$ cat src/rtl/div_pkg.sv
// Shared types and sizing for the repeated-subtraction divider controller.
package div_pkg;

  localparam int DIV_W        = 8;
  localparam int DIV_MAX_ITER = 2**DIV_W - 1;

  typedef enum logic [2:0] {
    IDLE,
    CLR,
    LDN,
    LDP,
    SUB,
    DONE
  } state_t;

endpackage

$ cat src/rtl/div_controller.sv
// Sequencer for the repeated-subtraction divider datapath: clear, load operands, subtract until PgtN drops.
// Latency: quotient Q stops in cycle 4+Q, res_valid from 5+Q; DONE holds until res_ready.
module div_controller
  import div_pkg::*;
#(
  parameter int W        = DIV_W,
  parameter int MAX_ITER = DIV_MAX_ITER
) (
  input  logic         clk,
  input  logic         rst,
  input  logic         in_valid,
  output logic         in_ready,
  input  logic [W-1:0] dividend_i,
  input  logic [W-1:0] divisor_i,
  output logic [W-1:0] Data_out,
  output logic         clear,
  output logic         loadN,
  output logic         loadP,
  output logic         loadS,
  output logic         incQ,
  output logic         stop,
  input  logic         PgtN,
  output logic         busy,
  output logic         res_valid,
  input  logic         res_ready,
  output logic         dbz,
  output logic         ovf
);

  localparam logic [W-1:0] MAX_CNT = W'(MAX_ITER);

  state_t       state_q, state_d;
  logic [W-1:0] dividend_q, dividend_d;
  logic [W-1:0] divisor_q, divisor_d;
  logic [W-1:0] iter_cnt_q, iter_cnt_d;
  logic         dbz_q, dbz_d;
  logic         ovf_q, ovf_d;
  logic         accept;
  logic         div_zero;
  logic         at_limit;

  assign accept   = (state_q == IDLE) && in_valid;
  assign div_zero = (divisor_q == '0);
  assign at_limit = (iter_cnt_q == MAX_CNT);

  always_ff @(posedge clk or posedge rst) begin
    if (rst) begin
      state_q <= IDLE;
    end else begin
      state_q <= state_d;
    end
  end

  always_comb begin
    state_d = state_q;
    case (state_q)
      IDLE: if (in_valid) state_d = CLR;
      CLR:  state_d = LDN;
      LDN:  state_d = LDP;
      LDP:  state_d = SUB;
      SUB:  if (div_zero || !PgtN || at_limit) state_d = DONE;
      DONE: if (res_ready) state_d = IDLE;
      default: state_d = IDLE;
    endcase
  end

  // Pulses decode purely from state (and PgtN in SUB), so async reset to IDLE silences them at once.
  always_comb begin
    in_ready  = (state_q == IDLE);
    busy      = (state_q != IDLE);
    res_valid = (state_q == DONE);
    Data_out  = '0;
    clear     = 1'b0;
    loadN     = 1'b0;
    loadP     = 1'b0;
    loadS     = 1'b0;
    incQ      = 1'b0;
    stop      = 1'b0;
    case (state_q)
      CLR: clear = 1'b1;
      LDN: begin
        loadN    = 1'b1;
        Data_out = dividend_q;
      end
      LDP: begin
        loadP    = 1'b1;
        Data_out = divisor_q;
      end
      SUB: begin
        if (div_zero || !PgtN || at_limit) begin
          stop = 1'b1;
        end else if (iter_cnt_q == '0) begin
          loadS = 1'b1;
        end else begin
          incQ = 1'b1;
        end
      end
      default: ;
    endcase
  end

  always_comb begin
    dividend_d = dividend_q;
    divisor_d  = divisor_q;
    iter_cnt_d = iter_cnt_q;
    dbz_d      = dbz_q;
    ovf_d      = ovf_q;
    if (accept) begin
      dividend_d = dividend_i;
      divisor_d  = divisor_i;
      iter_cnt_d = '0;
      dbz_d      = 1'b0;
      ovf_d      = 1'b0;
    end else if (state_q == SUB) begin
      if (div_zero) begin
        dbz_d = 1'b1;
      end else if (PgtN && at_limit) begin
        ovf_d = 1'b1;
      end else if (PgtN) begin
        iter_cnt_d = iter_cnt_q + 1'b1;
      end
    end
  end

  always_ff @(posedge clk or posedge rst) begin
    if (rst) begin
      dividend_q <= '0;
      divisor_q  <= '0;
      iter_cnt_q <= '0;
      dbz_q      <= 1'b0;
      ovf_q      <= 1'b0;
    end else begin
      dividend_q <= dividend_d;
      divisor_q  <= divisor_d;
      iter_cnt_q <= iter_cnt_d;
      dbz_q      <= dbz_d;
      ovf_q      <= ovf_d;
    end
  end

  assign dbz = dbz_q;
  assign ovf = ovf_q;

endmodule

$ cat config.mk
export PLATFORM = sky130hd
export DESIGN_NAME = div_controller
export DESIGN_NICKNAME = d
export VERILOG_FILES = /design/src/rtl/div_pkg.sv /design/src/rtl/div_controller.sv
export SDC_FILE = /design/constraint.sdc
export NUM_CORES = 1
export LEC_CHECK = 0
export BUFFER_PORTS_ARGS = -buffer_cell sky130_fd_sc_hd__buf_2
export CAP_MARGIN = 40
export CORE_MARGIN = 2
export CORE_UTILIZATION = 50
export CTS_CLUSTER_SIZE = 28
export DETAILED_ROUTE_END_ITERATION = 6
export GPL_TIMING_DRIVEN = 0
export PLACE_DENSITY_LB_ADDON = 0.12
export SETUP_SLACK_MARGIN = 0.15
export SLEW_MARGIN = 20
export SYNTH_ARGS = -nofsm -noshare
export SYNTH_HDL_FRONTEND = slang
export SYNTH_SLANG_ARGS = --single-unit
$ cat constraint.sdc
create_clock -name clk -period 4.1 [get_ports clk]
set_clock_uncertainty 0.1 [all_clocks]
set_input_delay 0.205 -clock clk [delete_from_list [all_inputs] [get_ports clk]]
set_output_delay 0.205 -clock clk [all_outputs]
set_load 0.01 [all_outputs]
* After elaboration in Yosys (flattened, before gate mapping)
Index checks and enable logic that the tools add are counted.
Storage, ports and cells: bits in read-only memories 0, bits in latches 0, logic and storage cells 63, memories 0, input bits 21, RAM bits 0, register bits 29
Operators by class: equal/unequal tests 11, multiply operators 0, $lt $le $gt $ge 0, bitwise gates (word level) 0, mux-type cells 28, add/sub/neg operators 1, reduce and logical (&&, ||, !) cells 17, shifts and indexed selects 0, divide/modulo/power cells 0
Operator list (number):
- $mux 8 | 5
- $mux 1 | 18
- $pmux 3 s6 | 1
- $logic_not 8->1 | 2
- $pmux 8 s2 | 1
- $mux 3 | 3
- $add 8x1->8 const B | 1
- $eq 8x8->1 const B | 1
- $ne 2x2->1 const B | 4
- $reduce_bool 2->1 | 4
- $eq 3x2->1 const B | 2
- $eq 3x3->1 const B | 2
- $reduce_and 3->1 | 2
- $reduce_and 4->1 | 1
- $eq 3x1->1 const B | 1
- $logic_not 3->1 | 1
- $reduce_bool 3->1 | 1
- $logic_and 1x1->1 | 2
- $logic_or 1x1->1 | 2
- $ne 2x1->1 const B | 1
- $reduce_and 2->1 | 1
- $logic_not 1->1 | 1

* Logic depth before layout (Yosys ltp)
Gate-level depths: netlist (run 1).
depth after elaboration 6, gate-level depth with buffers 6, depth with buffers taken out 5

* Least setup slack after synthesis (run 1)
No wires, ideal clock.
path type reg2reg, start reg iter_cnt_q[0], end reg iter_cnt_q[1], clock period less this slack 1.678 ns, cell stages (with the launch flop) 6, buffers on the path 0, setup time 0.125 ns, arrival 1.453 ns, setup slack 2.422 ns, required time 3.875 ns, cell sequence dfrtp_1 ha_1 nand3_1 or2_1 nand3_1 mux2_2
On the way: word-level cells in the longest chain between the ends 6
RTL lines:
- start: declaration | line div_controller.sv:35 | logic [W-1:0] iter_cnt_q, iter_cnt_d;
- start signal: assignment | line div_controller.sv:135 | iter_cnt_q <= iter_cnt_d;
- $add 8x1->8 | line div_controller.sv:120 | iter_cnt_d = iter_cnt_q + 1'b1;
- $mux 8 | line div_controller.sv:119 | end else if (PgtN) begin
- $mux 8 | line div_controller.sv:117 | end else if (PgtN && at_limit) begin
- $mux 8 | line div_controller.sv:115 | if (div_zero) begin
- $mux 8 | line div_controller.sv:114 | end else if (state_q == SUB) begin
- $mux 8 | line div_controller.sv:108 | if (accept) begin
Parallel ways exist; a longest one is shown, timed or not. The select of a mux whose other input is x is not followed. A chain may end at the register's enable or synchronous reset.

* Worst setup path in the final report (run 1)
start reg iter_cnt_q[0], end out incQ
On the way: word-level cells in the longest chain between the ends 4
RTL lines:
- $logic_not 8->1 / $eq 8x8->1 (equally long branches) | line div_controller.sv:92, div_controller.sv:44
- $mux 1 / $logic_or 1x1->1 (equally long branches) | line div_controller.sv:92, div_controller.sv:90
- $mux 1 * | line div_controller.sv:90 | if (div_zero || !PgtN || at_limit) begin
- $mux 1 * | line div_controller.sv:79 | case (state_q)
- end: declaration | line div_controller.sv:20 | output logic incQ,
Mark *: on every way between the ends. The rest lies on a longest branch, timed or not.

==> metrics.md, run 1 <==
| Metric | Value |
|---|---|
| Setup TNS | `0 ns` |
| ANT cells | `0` |
| Number of post-CTS setup repair buffers | `0` |
| Vias | `1441` |
| Multi-input gate area | `708 um2` |
| Port Buffers | `39` |
| CTS clock-pin slew for the worst setup and hold paths | `0.09 ns` |
| Antenna Nets Post-Route | `0` |
| Pre-antenna DRT Iters | `6` |
| Iter 0 DRT Violations | `37` |
| Vias per inst | `5.52` |
| Post-synth net total | `188` |
| Share of cells above drive strength 1 | `24.3%` |
| Ys async rst share | `100%` |
| Max-Cap Viols | `0` |
| Warnings, synthesis | `0` |
| Max Clk Rate | `456 MHz` |
| Post-Route WL | `3.66 mm` |
| Arr. time, crit path | `1.89 ns` |
| Peak VDD IR | `0.405 mV` |
| Adder and majority cell fraction of the synthesized area | `1.67%` |
| PostCTS Resize Cnt | `0` |
| CTS Buf Count | `5` |
| Die Y | `58.7 um` |
| Power Total | `1.11 mW` |
| First-pass GRT wire length | `6.09 mm` |
| Placement Setup Slack | `2.22 ns` |
| Failing checks | `DRC` |
| Core Box Area | `0.00281 mm2` |
| Crit-path slowest cell | `dfrtp_1` |
| Clk pwr share | `14.9%` |
| Largest family of logic cells by synthesized area | `simple AND/OR/NAND/NOR gates` |
| H-tree levels | `2` |
| Initial antenna violation count | `0` |
| Avg Cell Area, Syn | `9.07 um2` |
| Post-synth cell types | `39` |
| Period utilisation layout | `53.5%` |
| Combinational power share | `44.3%` |
| Synth area leaders | `dfrtp_1, nand2_1, a22o_1, or4_1, a21oi_1` |
| Drt wl/cell | `14.0 um` |
| Cell taking the most area after synthesis | `dfrtp_1` |
| Crit path cell chain | `ha_1, nand3_1, or2_1, nand3_1, a21oi_1, buf_2` |
| Vias in the first global route | `1395` |
| Worst-case clock buffer depth | `2` |
| RSZ-0062 raised after global routing | `no` |
| Post-DP HPWL | `2.50 mm` |
| Mapped Area | `0.00150 mm2` |
| # IOs | `40` |
| Synthesized flop and latch total | `29` |
| Startpoint types | `register` |
| Filler instances | `229` |
| Worst Hold Class | `in2reg` |
| Switching Share | `40.6%` |
| Rel. slew slack | `56.6%` |
| GRT overflow | `0` |
| Final min period | `2.20 ns` |
| Worst-Margin Slew | `0.648 ns` |
| Worst Path Required | `3.80 ns` |
| # setup viols final | `0` |
| Cell count after synthesis | `165` |
| Sequential share of power | `40.8%` |
| Critical path endpoint category | `output pin` |
| Hold Vio Cnt, Final | `0` |
| Critical path class | `reg2out` |
| TritonCTS clock tree | `done` |
| Largest net degree at the start of global routing | `19` |
| Crit path top cell by count | `nand3_1` |
| Final WS setup | `1.90 ns` |
| Synth Area in Simple Gates | `28.3%` |
| Clock Sinks | `29` |
| Commonest cells post-synth | `nand2_1, dfrtp_1, a22o_1` |
| Sequential element share of the synthesized area | `48.5%` |
| Clk Latency, worst-skew pair | `0.32 ns` |
| Primary FF master, synth | `dfrtp_1` |
| Max-slew violations | `0` |
| Pleak | `1.01 nW` |
| Mux share of post-synthesis cell area | `1.42%` |
| Drc violations | `2` |
| # rows | `19` |
| Sequential cell area | `726 um2` |
| Root Driver | `clkbuf_4` |
| Placer Congestion | `0.780` |
| Post-synth EDFFs | `0` |
| Die W | `58.7 um` |
| Status | `complete, but fails checks` |
| Critical Path Fanout Max | `6` |
| Compound-gate portion of the synthesized area | `16.0%` |
| Top cell type's share of synthesized area | `48.5%` |
| Pwr per Cell Area | `561 mW/mm2` |
| Switch Pwr | `450 uW` |
| Post-synthesis xor/xnor area fraction | `0%` |
| Die area | `0.00345 mm2` |
| # nets final | `252` |
| Internal | `659 uW` |
| Area Growth Syn to Fin | `32.1%` |
| Initial Util | `53.3%` |
| CP peak stage delay | `0.42 ns` |
| Most numerous cell in the Yosys netlist | `nand2_1` |
| GRT Util Overall | `24.3%` |
## cell families after synthesis
family / count (synthesis)
buf+inv: 14
simple gates: 87
compound gates: 31
flops: 29
mux: 2
fa+ha+maj: 2
## registers in the layout, summed over array words and instances, names as in the netlist
register	flops
dbz	1
dividend_q	8
divisor_q	8
state_q	3
iter_cnt_q	8
ovf	1
## placed cells by master (no fill, tap or decap), types with 2 or more instances in the layout
master,instances
or4_1,5
nor3b_1,2
nor2_1,4
nand3_1,4
inv_1,6
o31ai_1,4
dfrtp_1,29
nand2_1,55
nor4_1,3
ha_1,2
clkbuf_4,5
nor3_1,2
o211ai_2,2
buf_4,2
dlygate4sd3_1,17
clkbuf_1,7
a21oi_1,6
buf_2,41
and3_1,3
o21a_1,2
a22o_1,8
## worst paths after layout
| kind | depth (start not counted) | endpoint | from | slack, ns |
|---|---|---|---|---|
| min in group asynchronous | 3 | iter_cnt_q[6]$_DFFE_PP0P_ | rst | 0.37 |
| max in group asynchronous | 4 | dividend_q[2]$_DFFE_PP0P_ | rst | 3.05 |
| max reg2reg | 5 | iter_cnt_q[1]$_DFFE_PP0P_ | iter_cnt_q[0]$_DFFE_PP0P_ | 2.22 |
| max | 6 | incQ | iter_cnt_q[0]$_DFFE_PP0P_ | 1.90 |
| min reg2reg | 2 | dividend_q[7]$_DFFE_PP0P_ | dividend_q[7]$_DFFE_PP0P_ | 0.38 |
| min | 4 | state_q[2]$_DFFE_PP0P_ | res_ready | 0.06 |
## worst max-delay path: cells and delay by family, from the launching register on
family	cells	cell delay, ns
buffers and inverters	1	0.15
and+or+nand+nor	3	0.53
DFF	1	0.42
AOI/OAI and AO/OA	1	0.20
adders and majority gates	1	0.26
## layer usage
layer,vias up,share of wire (%),global-route usage [%]
met4,0,0.49,7.47
met2,40,53,42.4
met5,-,0,0
li1,710,-,-
met1,689,41,28.6
met3,2,5.3,7.69
## final cells by class
cell class                      instances  share of cell area (%)
Tap cell                               31                    1.96
Clock buffer                            8                    2.47
Sequential cell                        29                    36.7
Buffer                                  8                    2.03
Timing Repair Buffer                   57                    19.9
Multi-Input combinational cell        122                    35.8
Inverter                                6                    1.14
## stage by stage
step | std cells | hold WS, ns | area [um2] | utilization (%)
6_report | 261 | 0.0553 | 1980 | 70.5
5_1_grt | 261 | 0.0822 | 1980 | 70.5
4_1_cts | 261 | 0.0502 | 1980 | 70.5
3_5_place_dp | 236 | 0.181 | 1760 | 62.7
3_3_place_gp | 235 | 0.294 | 1730 | 61.7
2_1_floorplan | 165 | 0.183 | 1500 | -
## power by group through the flow
stage	logic [mW]	registers (mW)	clock network [mW]
2_1_floorplan	0.342	0.437	0
3_3_place_gp	0.461	0.452	0
3_5_place_dp	0.480	0.458	0
4_1_cts	0.496	0.452	0.167
5_1_grt	0.561	0.464	0.180
6_report	0.492	0.453	0.165
## repair_timing
action                                  CTS  global route
endpoints found under the setup margin    0             0
endpoints found under the hold margin    27             0
hold buffers                             17             0
(Power assumes the default switching activity.)
==> inputs of run 2 (changes only) <==
==> constraint.sdc (replaced) <==
create_clock -name clk -period 2.1 [get_ports clk]
set_clock_uncertainty 0.1 [all_clocks]
set_input_delay 0.105 -clock clk [delete_from_list [all_inputs] [get_ports clk]]
set_output_delay 0.105 -clock clk [all_outputs]
set_load 0.01 [all_outputs]
==> metrics.md, run 2 (same netlist as run 1, synthesis figures left out) <==
| Metric | Value |
|---|---|
| Arr. time, crit path | `1.72 ns` |
| Period utilisation layout | `91.5%` |
| Die Y | `58.7 um` |
| Max-Cap Viols | `0` |
| Startpoint types | `register` |
| Pleak | `1.04 nW` |
| Status | `complete, but fails checks` |
| CP peak stage delay | `0.37 ns` |
| GRT Util Overall | `24.5%` |
| H-tree levels | `2` |
| TritonCTS clock tree | `done` |
| Drc violations | `2` |
| Top flop regs | `dividend_q: 8 flops, divisor_q: 8 flops, iter_cnt_q: 8 flops` |
| Port Buffers | `39` |
| Critical path endpoint category | `output pin` |
| Root Driver | `clkbuf_4` |
| Largest net degree at the start of global routing | `19` |
| Placer Congestion | `0.780` |
| Failing checks | `DRC` |
| Worst-case clock buffer depth | `2` |
| Iter 0 DRT Violations | `46` |
| # IOs | `40` |
| Crit-path slowest cell | `dfrtp_1` |
| Initial antenna violation count | `0` |
| DP Area | `0.00176 mm2` |
| Share of cells above drive strength 1 | `31.3%` |
| Peak VDD IR | `0.799 mV` |
| First-pass GRT wire length | `6.15 mm` |
| Crit path cell chain | `buf_4, inv_1, and3_1, clkbuf_2, a22o_1, buf_2` |
| GRT overflow | `0` |
| Pwr per Cell Area | `1100 mW/mm2` |
| Clock Sinks | `29` |
| # setup viols final | `0` |
| Area Growth Syn to Fin | `40.6%` |
| Vias in the first global route | `1403` |
| Power Total | `2.32 mW` |
| Max-slew violations | `0` |
| Setup TNS | `0 ns` |
| ANT cells | `0` |
| Core Box Area | `0.00281 mm2` |
| Drt wl/cell | `14.6 um` |
| RSZ-0062 raised after global routing | `yes` |
| Critical Path Fanout Max | `10` |
| Vias per inst | `5.57` |
| CTS clock-pin slew for the worst setup and hold paths | `0.09 ns` |
| Final min period | `1.92 ns` |
| Most frequent cells in the layout | `nand2_1, buf_2, dfrtp_1, dlygate4sd3_1, a22o_1` |
| Critical path class | `reg2out` |
| Die W | `58.7 um` |
| Max Clk Rate | `520 MHz` |
| Vias | `1470` |
| Antenna Nets Post-Route | `0` |
| Worst Path Required | `1.89 ns` |
| # rows | `19` |
| # nets final | `255` |
| Post-Route WL | `3.86 mm` |
| Post-DP HPWL | `2.50 mm` |
| Clk Latency, worst-skew pair | `0.32 ns` |
| CTS Buf Count | `5` |
| Final Cell Area | `0.00210 mm2` |
| Worst-Margin Slew | `0.562 ns` |
| Initial Util | `53.3%` |
| Hold Vio Cnt, Final | `0` |
| Rel. slew slack | `62.5%` |
| Worst Hold Class | `in2reg` |
| Die area | `0.00345 mm2` |
| Filler instances | `207` |
| Pre-antenna DRT Iters | `6` |
| Commonest non-fill, non-tap cell in the layout | `nand2_1` |
==> run 2: path summary, 6_finish.rpt <==
kind	from	to	slack, ns	cells past startpoint
max	state_q[2]$_DFFE_PP0P_	Data_out[2]	0.18	6
min	PgtN	iter_cnt_q[3]$_DFFE_PP0P_	0.06	3
max reg2reg	state_q[0]$_DFFE_PP0P_	iter_cnt_q[5]$_DFFE_PP0P_	0.22	6
min reg2reg	dividend_q[7]$_DFFE_PP0P_	dividend_q[7]$_DFFE_PP0P_	0.38	2
max in group asynchronous	rst	dividend_q[5]$_DFFE_PP0P_	1.15	4
min in group asynchronous	rst	state_q[0]$_DFFE_PP0P_	0.27	3
==> run 2: where the power goes <==
| group | total (mW) | switching, mW | internal [mW] |
|---|---|---|---|
| combinational | 1.08 | 0.600 | 0.483 |
| clock | 0.321 | 0.188 | 0.133 |
| sequential | 0.917 | 0.169 | 0.748 |
| total | 2.32 | 0.957 | 1.36 |
==> run 2: metrics by stage <==
stage	hold slack, ns	std cells	setup slack (ns)	utilization, %
floorplan	0.0831	165	0.422	-
global route	0.0662	264	0.104	75.0
finish	0.0613	264	0.177	75.0
detailed placement	0.0812	236	0.224	62.7
CTS	0.0489	262	0.133	71.9
global placement	0.194	235	0.263	61.7
==> run 2: timing repair <==
item                                    in CTS  in global routing
hold buffers                                18                  0
endpoints found under the setup margin      10                 15
cloned                                       0                  0
hold endpoints to repair                    28                  0
pin swaps                                    0                  5
setup buffers                                0                  2
resized for setup                            6                 16
==> run 2: per-layer routing <==
metal	share of wire, %	routed length (um)	track usage, %
met2	54	2090	42.9
met4	0.44	17	7.47
met5	0	0	0
met1	40	1530	28.9
met3	5.4	210	7.69
==> run 2: area by class of cell <==
class	count	area (um2)	share of cell area, %
sequential	29	728	34.6
clock buffer	8	48.8	2.32
tap	31	38.8	1.84
multi-input combinational	122	790	37.5
timing repair buffer	60	434	20.6
inverter	6	22.5	1.07
buffer	8	42.5	2.02
==> run 2: critical path: cells and delay by family (launching register included) <==
| family | cells | cell delay [ns] |
|---|---|---|
| simple gates | 1 | 0.18 |
| flops | 1 | 0.37 |
| buf+inv | 4 | 0.64 |
| compound gates | 1 | 0.19 |
==> inputs of run 3 (changes only) <==
--- a/config.mk
+++ b/config.mk
@@ -5,12 +5,13 @@
 export SDC_FILE = /design/constraint.sdc
 export NUM_CORES = 1
 export LEC_CHECK = 0
-export BUFFER_PORTS_ARGS = -buffer_cell sky130_fd_sc_hd__buf_2
 export CAP_MARGIN = 40
 export CORE_MARGIN = 2
 export CORE_UTILIZATION = 50
+export CTS_BUF_LIST = sky130_fd_sc_hd__clkbuf_8 sky130_fd_sc_hd__clkbuf_16
 export CTS_CLUSTER_SIZE = 28
 export DETAILED_ROUTE_END_ITERATION = 6
+export DONT_BUFFER_PORTS = 1
 export GPL_TIMING_DRIVEN = 0
 export PLACE_DENSITY_LB_ADDON = 0.12
 export SETUP_SLACK_MARGIN = 0.15
==> metrics.md, run 3 (same netlist as run 1, synthesis figures left out) <==
| Metric | Value |
|---|---|
| HP Start | `in_valid` |
| Crit path cell chain | `ha_1, nand3_1, or2_1, nand3_2, a21oi_2` |
| CP delay by family, top | `simple AND/OR/NAND/NOR gates` |
| Setup TNS | `0 ns` |
| Antenna Nets Post-Route | `0` |
| # nets final | `214` |
| Drt wl/cell | `15.8 um` |
| Drc violations | `2` |
| Die W | `58.7 um` |
| Pleak | `0.866 nW` |
| Peak VDD IR | `0.810 mV` |
| Pre-antenna DRT Iters | `6` |
| Root Driver | `clkbuf_8` |
| Pwr per Cell Area | `1200 mW/mm2` |
| H-tree levels | `2` |
| Clock Sinks | `29` |
| Worst-Margin Slew | `0.587 ns` |
| Max-Cap Viols | `0` |
| Combinational power share | `40.2%` |
| Critical path endpoint category | `output pin` |
| Vias per inst | `5.80` |
| Arr. time, crit path | `1.69 ns` |
| Max-slew violations | `0` |
| Switching Share | `40.6%` |
| Critical path class | `reg2out` |
| Port Buffers | `0` |
| Crit path buf inv count | `0` |
| Filler instances | `239` |
| Critical Path Fanout Max | `6` |
| Vias | `1294` |
| Switch Pwr | `895 uW` |
| Period utilisation layout | `90.4%` |
| Initial antenna violation count | `0` |
| Worst Hold Class | `in2reg` |
| Placement Setup Slack | `0.239 ns` |
| Commonest non-fill, non-tap cell in the layout | `nand2_1` |
| CP peak stage delay | `0.42 ns` |
| Rel. slew slack | `60.8%` |
| Post-Route WL | `3.53 mm` |
| Final WS setup | `0.202 ns` |
| Sequential share of power | `40.2%` |
| Reg2Reg Depth | `5` |
| Largest net degree at the start of global routing | `17` |
| RSZ-0062 raised after global routing | `yes` |
| Hold Vio Cnt, Final | `0` |
| # setup viols final | `0` |
| Placer Congestion | `0.760` |
| Iter 0 DRT Violations | `77` |
| Internal | `1.31 mW` |
| Die Y | `58.7 um` |
| Final core utilization | `65.6%` |
| First-pass GRT wire length | `5.91 mm` |
| Worst r2r dst | `iter_cnt_q[6]$_DFFE_PP0P_` |
| Final min period | `1.90 ns` |
| CP startpoint | `iter_cnt_q[0]$_DFFE_PP0P_` |
| CTS clock-pin slew for the worst setup and hold paths | `0.06 ns` |
| WHS Path Cells | `3` |
| Vias in the first global route | `1299` |
| Worst Hold Path EP | `iter_cnt_q[0]$_DFFE_PP0P_` |
| Top flop regs | `dividend_q: 8 flops, divisor_q: 8 flops, iter_cnt_q: 8 flops` |
| Die area | `0.00345 mm2` |
| Clk Latency, worst-skew pair | `0.28 ns` |
| Max Clk Rate | `527 MHz` |
| Initial Util | `53.3%` |
| Failing checks | `DRC` |
| Post-DP HPWL | `2.40 mm` |
| Clk pwr share | `19.5%` |
| TritonCTS clock tree | `done` |
| Reg2Reg Setup Slack | `0.24 ns` |
| Most frequent cells in the layout | `nand2_1, dfrtp_1, dlygate4sd3_1, a22o_1, inv_1` |
| Core Box Area | `0.00281 mm2` |
| GRT Util Overall | `23.6%` |
| Area Growth Syn to Fin | `22.9%` |
| Worst-case clock buffer depth | `2` |
| # IOs | `40` |
| Share of cells above drive strength 1 | `12.5%` |
| GRT overflow | `0` |
| Number of post-CTS setup repair buffers | `0` |
| R2R Path Start | `state_q[0]$_DFFE_PP0P_` |
| Crit-path slowest cell | `dfrtp_1` |
| Worst Path Required | `1.89 ns` |
| ANT cells | `0` |
| # rows | `19` |
| Startpoint types | `register` |
| Status | `complete, but fails checks` |
| CTS Buf Count | `5` |
[run 3: cell types whose count changed in the layout (fill, tap and decap cells not counted), sizes merged]
cell / before / now
clkbuf: 12 / 9
clkinv: 0 / 2
buf: 46 / 5
inv: 6 / 7
[run 3: power by group through the flow]
stage	clock network [mW]	logic, mW	registers [mW]
3_3_place_gp	0	0.786	0.884
6_report	0.430	0.888	0.888
5_1_grt	0.477	0.993	0.915
3_5_place_dp	0	0.817	0.897
2_1_floorplan	0	0.667	0.854
4_1_cts	0.444	0.874	0.887
[run 3: per-stage QoR]
stage / hold WS [ns] / instance area [um2] / total power [mW] / cells
floorplan: 0.0831 / 1500 / 1.52 / 165
global placement: 0.114 / 1540 / 1.67 / 196
detailed placement: -0.0117 / 1550 / 1.71 / 197
CTS: 0.0190 / 1830 / 2.20 / 223
global route: 0.0193 / 1840 / 2.38 / 223
finish: 0.0258 / 1840 / 2.21 / 223
[run 3: worst max-delay path by stage]
stage / slack [ns] / endpoint / depth (start not counted)
after floorplan: 0.42 / iter_cnt_q[1]$_DFFE_PP0P_ / 5
after global placement: 0.25 / iter_cnt_q[1]$_DFFE_PP0P_ / 5
after detailed placement: 0.24 / divisor_q[1]$_DFFE_PP0P_ / 6
after CTS: 0.21 / incQ / 5
after global routing: 0.12 / incQ / 5
final: 0.20 / incQ / 5
[run 3: timing repair]
action / CTS / global route
resized for setup: 5 / 3
endpoints found under the setup margin: 10 / 13
pin swaps: 0 / 0
hold buffers: 18 / 0
hold endpoints to repair: 31 / 0
[run 3: cell type report]
class                      instances  area, um2  area share [%]
inverter                           6       22.5            1.22
sequential                        29        726            39.5
timing repair buffer              19        195            10.6
clock buffer                       5       68.8            3.74
clock inverter                     3       13.8           0.748
tap                               31       38.8            2.11
multi-input combinational        122        732            39.8
buffer                             8       42.5            2.31
[run 3: layer usage]
metal / routed length (um) / up-vias / track usage, %
li1: - / 632 / -
met1: 1470 / 621 / 27.7
met2: 1810 / 37 / 40.0
met3: 195 / 4 / 7.69
met4: 44 / 0 / 9.74
met5: 0 / - / 0
[run 3: worst reg2reg max path, stage by stage (launching register included)]
cell and delay, ns:
dfrtp_1 0.36, buf_2 0.19, nor3b_4 0.34, o211ai_2 0.22, or4_1 0.43, a21oi_1 0.15
